$ cat config.mk
export PLATFORM = sky130hd
export DESIGN_NAME = reset_seq_sync
export DESIGN_NICKNAME = d
export VERILOG_FILES = /design/src/rtl/reset_seq_pkg.sv /design/src/rtl/reset_sync_chain.sv /design/src/rtl/reset_seq_sync.sv
export SDC_FILE = /design/constraint.sdc
export NUM_CORES = 1
export LEC_CHECK = 0
export BUFFER_PORTS_ARGS = -buffer_cell sky130_fd_sc_hd__buf_2
export CAP_MARGIN = 10
export CORE_ASPECT_RATIO = 2
export CORE_MARGIN = 8
export CORE_UTILIZATION = 25
export DETAILED_ROUTE_END_ITERATION = 8
export SLEW_MARGIN = 5
export SYNTH_ARGS = -nofsm -noshare
export SYNTH_HDL_FRONTEND = slang
export SYNTH_SLANG_ARGS = --single-unit
$ cat constraint.sdc
create_clock -name clock -period 4.6 [get_ports clock]
set_input_delay 0.46 -clock clock [delete_from_list [all_inputs] [get_ports clock]]
set_output_delay 0.46 -clock clock [all_outputs]
set_load 0.01 [all_outputs]
$ cat src/rtl/reset_seq_pkg.sv
// rtl/reset_seq_pkg.sv - shared state type and parameter limits for reset_seq_sync
package reset_seq_pkg;

    typedef enum logic [1:0] {
        ST_RESET   = 2'd0,
        ST_STRETCH = 2'd1,
        ST_WAIT    = 2'd2,
        ST_RUN     = 2'd3
    } seq_state_t;

    localparam int DEPTH_MIN    = 2;
    localparam int DEPTH_MAX    = 8;
    localparam int CHANNELS_MIN = 1;
    localparam int CHANNELS_MAX = 8;
    localparam int STRETCH_MIN  = 0;
    localparam int STRETCH_MAX  = 255;
    localparam int GAP_MIN      = 1;
    localparam int GAP_MAX      = 255;

endpackage

$ cat src/rtl/reset_sync_chain.sv
// rtl/reset_sync_chain.sv - per-channel reset synchronizer, async set, zeros shifted in
module reset_sync_chain #(
    parameter int DEPTH = 3
) (
    input  logic             clock,
    input  logic             reset,
    output logic [DEPTH-1:0] io_q
);

    logic [DEPTH-1:0] chain_q;

    // Set every stage on reset, then walk zeros from stage 0 toward stage DEPTH-1
    always_ff @(posedge clock or posedge reset) begin
        if (reset) begin
            chain_q <= '1;
        end else begin
            chain_q <= {chain_q[DEPTH-2:0], 1'b0};
        end
    end

    assign io_q = chain_q;

endmodule

$ cat src/rtl/reset_seq_sync.sv
// rtl/reset_seq_sync.sv - sequenced multi-domain reset release with async assert
module reset_seq_sync #(
    parameter int DEPTH    = 3,
    parameter int CHANNELS = 2,
    parameter int STRETCH  = 4,
    parameter int GAP      = 2
) (
    input  logic                clock,
    input  logic                reset,
    input  logic [CHANNELS-1:0] io_in_reset,
    output logic [CHANNELS-1:0] io_out_reset,
    output logic                io_done
);

    import reset_seq_pkg::*;

    // Last stretch count before leaving STRETCH; unused when STRETCH is bypassed
    localparam logic [7:0] STRETCH_LAST = (STRETCH == 0) ? 8'd0 : 8'(STRETCH - 1);
    // gap_q reaching GAP_LAST means this edge brings it to GAP
    localparam logic [7:0] GAP_LAST = 8'(GAP - 1);
    localparam logic [7:0] GAP_SAT  = 8'(GAP);

    if (DEPTH < DEPTH_MIN || DEPTH > DEPTH_MAX) begin : g_bad_depth
        $error("reset_seq_sync: DEPTH %0d outside %0d..%0d", DEPTH, DEPTH_MIN, DEPTH_MAX);
    end
    if (CHANNELS < CHANNELS_MIN || CHANNELS > CHANNELS_MAX) begin : g_bad_channels
        $error("reset_seq_sync: CHANNELS %0d outside %0d..%0d", CHANNELS, CHANNELS_MIN, CHANNELS_MAX);
    end
    if (STRETCH < STRETCH_MIN || STRETCH > STRETCH_MAX) begin : g_bad_stretch
        $error("reset_seq_sync: STRETCH %0d outside %0d..%0d", STRETCH, STRETCH_MIN, STRETCH_MAX);
    end
    if (GAP < GAP_MIN || GAP > GAP_MAX) begin : g_bad_gap
        $error("reset_seq_sync: GAP %0d outside %0d..%0d", GAP, GAP_MIN, GAP_MAX);
    end

    for (genvar i = 0; i < CHANNELS; i++) begin : g_ch
        logic             src;
        logic [DEPTH-1:0] chain_q;
        logic             rel_edge;
        logic             pred_hi;
        logic             gap_ok;
        seq_state_t       state_q;
        logic [7:0]       stretch_q;
        logic             out_q;

        assign src = reset | io_in_reset[i];

        reset_sync_chain #(.DEPTH(DEPTH)) u_chain (
            .clock (clock),
            .reset (src),
            .io_q  (chain_q)
        );

        // Chain output is still high but this edge shifts the last one out
        assign rel_edge = chain_q[DEPTH-1] & ~|chain_q[DEPTH-2:0];

        if (i == 0) begin : g_first
            assign pred_hi = 1'b0;
            assign gap_ok  = 1'b1;
        end else begin : g_next
            logic [7:0] gap_q;
            logic [7:0] gap_d;

            assign pred_hi = io_out_reset[i-1];

            // Count consecutive edges with the predecessor released, saturating at GAP
            always_comb begin
                gap_d = gap_q;
                if (pred_hi) begin
                    gap_d = '0;
                end else if (gap_q != GAP_SAT) begin
                    gap_d = gap_q + 8'd1;
                end
            end

            // Gap counter is cleared only by the master reset; predecessor activity clears it otherwise
            always_ff @(posedge clock or posedge reset) begin
                if (reset) begin
                    gap_q <= '0;
                end else begin
                    gap_q <= gap_d;
                end
            end

            assign gap_ok = !pred_hi && (gap_q >= GAP_LAST);
        end

        // Channel sequencer: sync chain, then stretch, then wait for predecessor gap
        always_ff @(posedge clock or posedge src) begin
            if (src) begin
                state_q   <= ST_RESET;
                stretch_q <= '0;
                out_q     <= 1'b1;
            end else begin
                case (state_q)
                    ST_RESET: begin
                        if (rel_edge) begin
                            if (STRETCH == 0) begin
                                state_q <= gap_ok ? ST_RUN : ST_WAIT;
                                out_q   <= !gap_ok;
                            end else begin
                                state_q <= ST_STRETCH;
                            end
                        end
                    end
                    ST_STRETCH: begin
                        if (stretch_q == STRETCH_LAST) begin
                            stretch_q <= '0;
                            state_q   <= gap_ok ? ST_RUN : ST_WAIT;
                            out_q     <= !gap_ok;
                        end else begin
                            stretch_q <= stretch_q + 8'd1;
                        end
                    end
                    ST_WAIT: begin
                        if (gap_ok) begin
                            state_q <= ST_RUN;
                            out_q   <= 1'b0;
                        end
                    end
                    ST_RUN: begin
                        if (pred_hi) begin
                            state_q <= ST_WAIT;
                            out_q   <= 1'b1;
                        end
                    end
                    default: begin
                        state_q <= ST_RESET;
                        out_q   <= 1'b1;
                    end
                endcase
            end
        end

        assign io_out_reset[i] = out_q;
    end

    assign io_done = ~|io_out_reset;

endmodule

==> Word level (Yosys, flattened, before mapping) <==
Cells that the tools add are included.
{ "op_classes": {"add_sub_neg": 3, "magnitude_cmp": 1, "n_eq_ne": 15, "mux": 19, "bitwise_logic": 5, "reduce_logical": 18} }
{ "op_table": {"columns": ["operator", "count"], "rows": [
  ["8-bit 2-to-1 mux", 4],
  ["8-bit by 1-bit adder with 8-bit output (second input constant)", 3],
  ["8-bit by 2-bit == test with 1-bit output (second input constant)", 2],
  ["2-bit 2-to-1 mux", 6],
  ["2-bit inequality test (second input constant)", 6],
  ["2-bit == test (second input constant)", 4],
  ["8-bit by 1-bit >= comparator with 1-bit output (second input constant)", 1],
  ["8-bit by 2-bit inequality test with 1-bit output (second input constant)", 1],
  ["2-bit case mux with 4 select lines", 1],
  ["4-bit AND reduction", 2],
  ["2-bit case mux with 3 select lines", 1],
  ["2-bit OR reduction", 3],
  ["1-bit zero test", 5],
  ["1-bit 2-to-1 mux", 5],
  ["2-bit by 1-bit == test with 1-bit output (second input constant)", 2],
  ["2-bit zero test", 2],
  ["2-bit nonzero test", 2],
  ["1-bit case mux with 3 select lines", 1],
  ["3-bit AND reduction", 1],
  ["3-bit nonzero test", 1],
  ["1-bit bitwise AND", 2],
  ["1-bit OR", 2],
  ["1-bit case mux with 2 select lines", 1],
  ["2-bit AND reduction", 1],
  ["2 further kinds", 2]
]} }
{ "totals": {"register_bits": 36, "input_bits": 4, "out_inout_bits": 3, "wordCells": 70} }

==> Depth between registers and ports, before layout <==
{ "depth": {"depth_word": 5, "ltp_mapped": 6, "depth_no_buf": 6} }

==> Cells and area by module <==
From an unflattened synthesis, not the netlist that was laid out.
{ "hier_totals": {"hier_cells": 167, "hier_area_um2": 1732.9} }
{ "by_module_without_submodules": {"columns": ["module", "n_inst", "cells_per_inst", "area_per_inst_um2", "seq_area_each_um2"], "rows": [
  ["reset_seq_sync", 1, 157, 1560.2, 753.2],
  ["reset_sync_chain", 2, 5, 86.3, 78.8]
]} }

==> Worst setup path after synthesis <==
Ideal clock, no wire load.
{ "synth_timing": {"kind": "register -> register", "startpoint": "reg g_ch[0].stretch_q[0]", "endpoint": "reg g_ch[0].state_q[1]", "setup_ns": 0.125, "t_arrival_ns": 1.558, "t_required_ns": 4.475, "setup_slack_ns": 2.917, "stages_incl_launch_ff": 6, "path_buffers": 0, "synth_period_minus_slack_ns": 1.683, "cell_sequence": "dfrtp_1 ha_1 or4b_1 o21ai_2 nand2_2 mux2_4"} }
{ "synth_via": {"elab_chain_len": 3} }
{ "synth_lines": {"columns": ["item", "line_no", "rtl"], "rows": [
  ["start: declaration", "reset_seq_sync.sv:43", "logic [7:0] stretch_q;"],
  ["start signal: assignment", "reset_seq_sync.sv:112", "stretch_q <= stretch_q + 8'd1;"],
  ["8-bit by 2-bit == test with 1-bit output", "reset_seq_sync.sv:107", "if (stretch_q == STRETCH_LAST) begin"],
  ["2-bit inequality test (no line)", null, null],
  ["3-bit AND reduction (no line)", null, null],
  ["end signal: assignment", "reset_seq_sync.sv:99", "state_q <= gap_ok ? ST_RUN : ST_WAIT;"],
  ["end signal: assignment", "reset_seq_sync.sv:109", "state_q <= gap_ok ? ST_RUN : ST_WAIT;"],
  ["end: declaration", "reset_seq_sync.sv:42", "seq_state_t state_q;"]
]} }
Every way passes these cells.
A chain may end at the register's enable or synchronous reset.

==> Final worst setup path <==
Ends and elaborated chain as after synthesis.

==> flow_summary.ini <==
[run_status]
status = finished, final reports clean

[yosys]
syn_area_per_cell_sq_um = 11.4
yosys.area_share.xor_xnor_pct = 8.41
synth_top_family_by_area = simple AND/OR/NAND/NOR gates
synth_edf_count = 0
synthMuxAreaShare_pct = 3.45
synth_ff_type = dfrtp_1
synth_area_leader_cell = dfrtp_1
ys_seq_area_share_pct = 54.7
yosys.area.top_type_share_pct = 42.0
synth_cell_types = 39
synth_area_sq_um = 1670
ys_async_sr_fraction_pct = 100
synth.area.top_cells = dfrtp_1 (42%), dfstp_2 (13%), ha_1 (6.8%)
yosysWarnings = 0
yosys.area_share.simple_pct = 17.3
postSynthCellCount = 146
ys_ff_latch = 36
synthAdderAreaFrac_pct = 6.76
synth_compound_area_share_pct = 6.01

[cells_and_area]
mostFrequentLayoutCell = dfrtp_1
fin_area_sq_um = 1950
utilization_pct = 30.0
fillers = 707
multi_input_area_sq_um = 707
area_delta_synth_final_pct = 17.2
layout_common_cells = dfrtp_1 (28), nor2_1 (15), xnor2_1 (10), ha_1 (9)
seq_area_sq_um = 911
nets = 170
layoutNonFillerInstCount = 246
diodes = 0
final_layout_size_suffix_gt1_share_pct = 18.4

[run]
cap_violations = 0

[worst_setup_path]
path_buf_inv = 0
crit_arrival_ns = 1.99
slowest_delay_ns = 0.48
end_kind = flop
cp_slowest_cell = or4b_1
critical-path-top-delay-family = simple AND/OR/NAND/NOR gates
path_max_fanout = 4
worstPathRequired_ns = 4.76
path_class = reg -> reg
r2r_slack_ns = 2.77
crit_path_cell_trace = ha_1, or4b_1, o21ai_2, nand2_2, mux2_4
startpoint_type = flop

[die]
die_w_microns = 73.7
start_util_pct = 25.6
die-area_sq_um = 9690
io_pins = 7
rows = 42
die_y_microns = 131
core_sq_um = 6520

[sta]
holdWs_ns = 0.161
max_freq_ghz = 0.548
timing.final.ws_setup_ns = 2.77
drv_slew = 0
slew_headroom_pct = 30.4
tns_ns = 0
min_period_ns = 1.83
worst_slew_pin_slew_ns = 1.04
grt_setup_unrepaired = no
fin_crit_sh_pct = 39.7
finalHoldViolCount = 0
skew_ns = 0.00364
setup_violations = 0

[pwr]
seqPwrFrac_pct = 45.0
clkPwrFrac_pct = 37.0
p_per_area_nw_per_um2 = 463
p_sw_uw = 246
switching_share_pct = 27.3
total_power_uw = 904
internal-power_uw = 657
peakVddDrop_mv = 0.275
leakagePower_nw = 0.902
power_frac_comb_pct = 18.0

[clock_tree]
cts_resized = 0
cts_tree = built
cts_root_buf = clkbuf_16
numClockSinks = 36
cts_setup_buffers = 0
numCtsBuffers = 5
path_clk_slew_ns = 0.05
clock_latency_ns = 0.28
holdBufCountCts = 0
clockBufferDepth = 2
h-tree-depth = 2

[routing]
drt-pass1-iter-count = 4
drt-total-wl_mm = 2.70
drtIter0Drc = 27
ant_nets = 0
vias_per_cell = 4.29
vias = 1056
drc_errors = 0
routedWlPerCell_microns = 11.0

[place]
gp_congestion = 0.771
portBuffers = 6
placed_cell_area_sq_um = 1790
preCtsSetupSlack_ns = 2.80
dp.final_hpwl_mm = 1.99
placed_cells = 237

[grt]
antenna_found_initial = 0
grt_use_total_pct = 6.59
grt_pass1_vias = 1151
grt_pass1_wl_mm = 5.08
overflow = 0
grt_max_degree = 15

[worst_hold_path]
hp-class = in -> async
-- flip-flops by register name, indices dropped and copies added, names as in the netlist --
signal	cells
g_ch.g_next.gap_q	8
g_ch.stretch_q	16
g_ch.out_q	2
g_ch.state_q	4
g_ch.u_chain.io_q	6
-- cell usage after synthesis (2+ instances only) --
cell	count
dfrtp_1	28
nor2_1	15
xnor2_1	10
ha_1	9
dfstp_2	8
inv_1	8
nand3_1	7
xor2_1	6
and3_1	5
nand4_1	5
nand2_1	4
a21o_1	3
a21oi_1	3
nor3_1	3
and4_1	2
buf_4	2
clkbuf_1	2
mux2_2	2
mux2i_1	2
nor4_1	2
or3_1	2
-- layer usage --
metal / vias to the layer above / GRT usage (%) / share of wire [%]
met3: 6 / 2.74 / 5.0
met2: 12 / 9.68 / 45
met1: 514 / 7.90 / 47
met4: 0 / 3.36 / 2.5
li1: 524 / - / -
met5: - / 0 / 0
-- final cells by class --
cell class                      instances  share of cell area, %
Timing Repair Buffer                    7                   2.11
Clock buffer                            6                   7.11
Inverter                                8                   1.54
Clock inverter                          2                  0.769
Sequential cell                        36                   46.6
Multi-Input combinational cell         99                   36.2
Tap cell                               88                   5.64
-- power by group through the flow --
| stage | logic, mW | clock network (mW) | registers, mW |
|---|---|---|---|
| after floorplan | 0.135 | 0 | 0.400 |
| after global placement | 0.155 | 0 | 0.408 |
| after detailed placement | 0.164 | 0 | 0.411 |
| after CTS | 0.164 | 0.347 | 0.407 |
| after global routing | 0.191 | 0.360 | 0.415 |
| final | 0.163 | 0.334 | 0.407 |
-- final timing paths --
path | from | to | cells after the start
max | g_ch[0].stretch_q[0] | g_ch[0].state_q[1] | 5
max reg2reg | g_ch[0].stretch_q[0] | g_ch[0].state_q[1] | 5
min in group clock | g_ch[1].u_chain.io_q[0] | g_ch[1].u_chain.io_q[1] | 0
min | reset | g_ch[1].g_next.gap_q[6] | 2
min reg2reg | g_ch[1].u_chain.io_q[0] | g_ch[1].u_chain.io_q[1] | 0
max in group asynchronous | reset | g_ch[1].state_q[1] | 2
-- cell families (layout without fill, tap and decap cells) --
logic type / count (synthesis) / in the layout
other: 1 / 2
buffers and inverters: 12 / 23
XOR/XNOR: 16 / 16
AND/OR/NAND/NOR: 53 / 53
adder cells (fa/ha/maj): 9 / 9
AO/OA/AOI/OAI: 14 / 14
multiplexers: 5 / 5
flip-flops: 36 / 36
No activity file was read; power rests on OpenSTA's default activity.
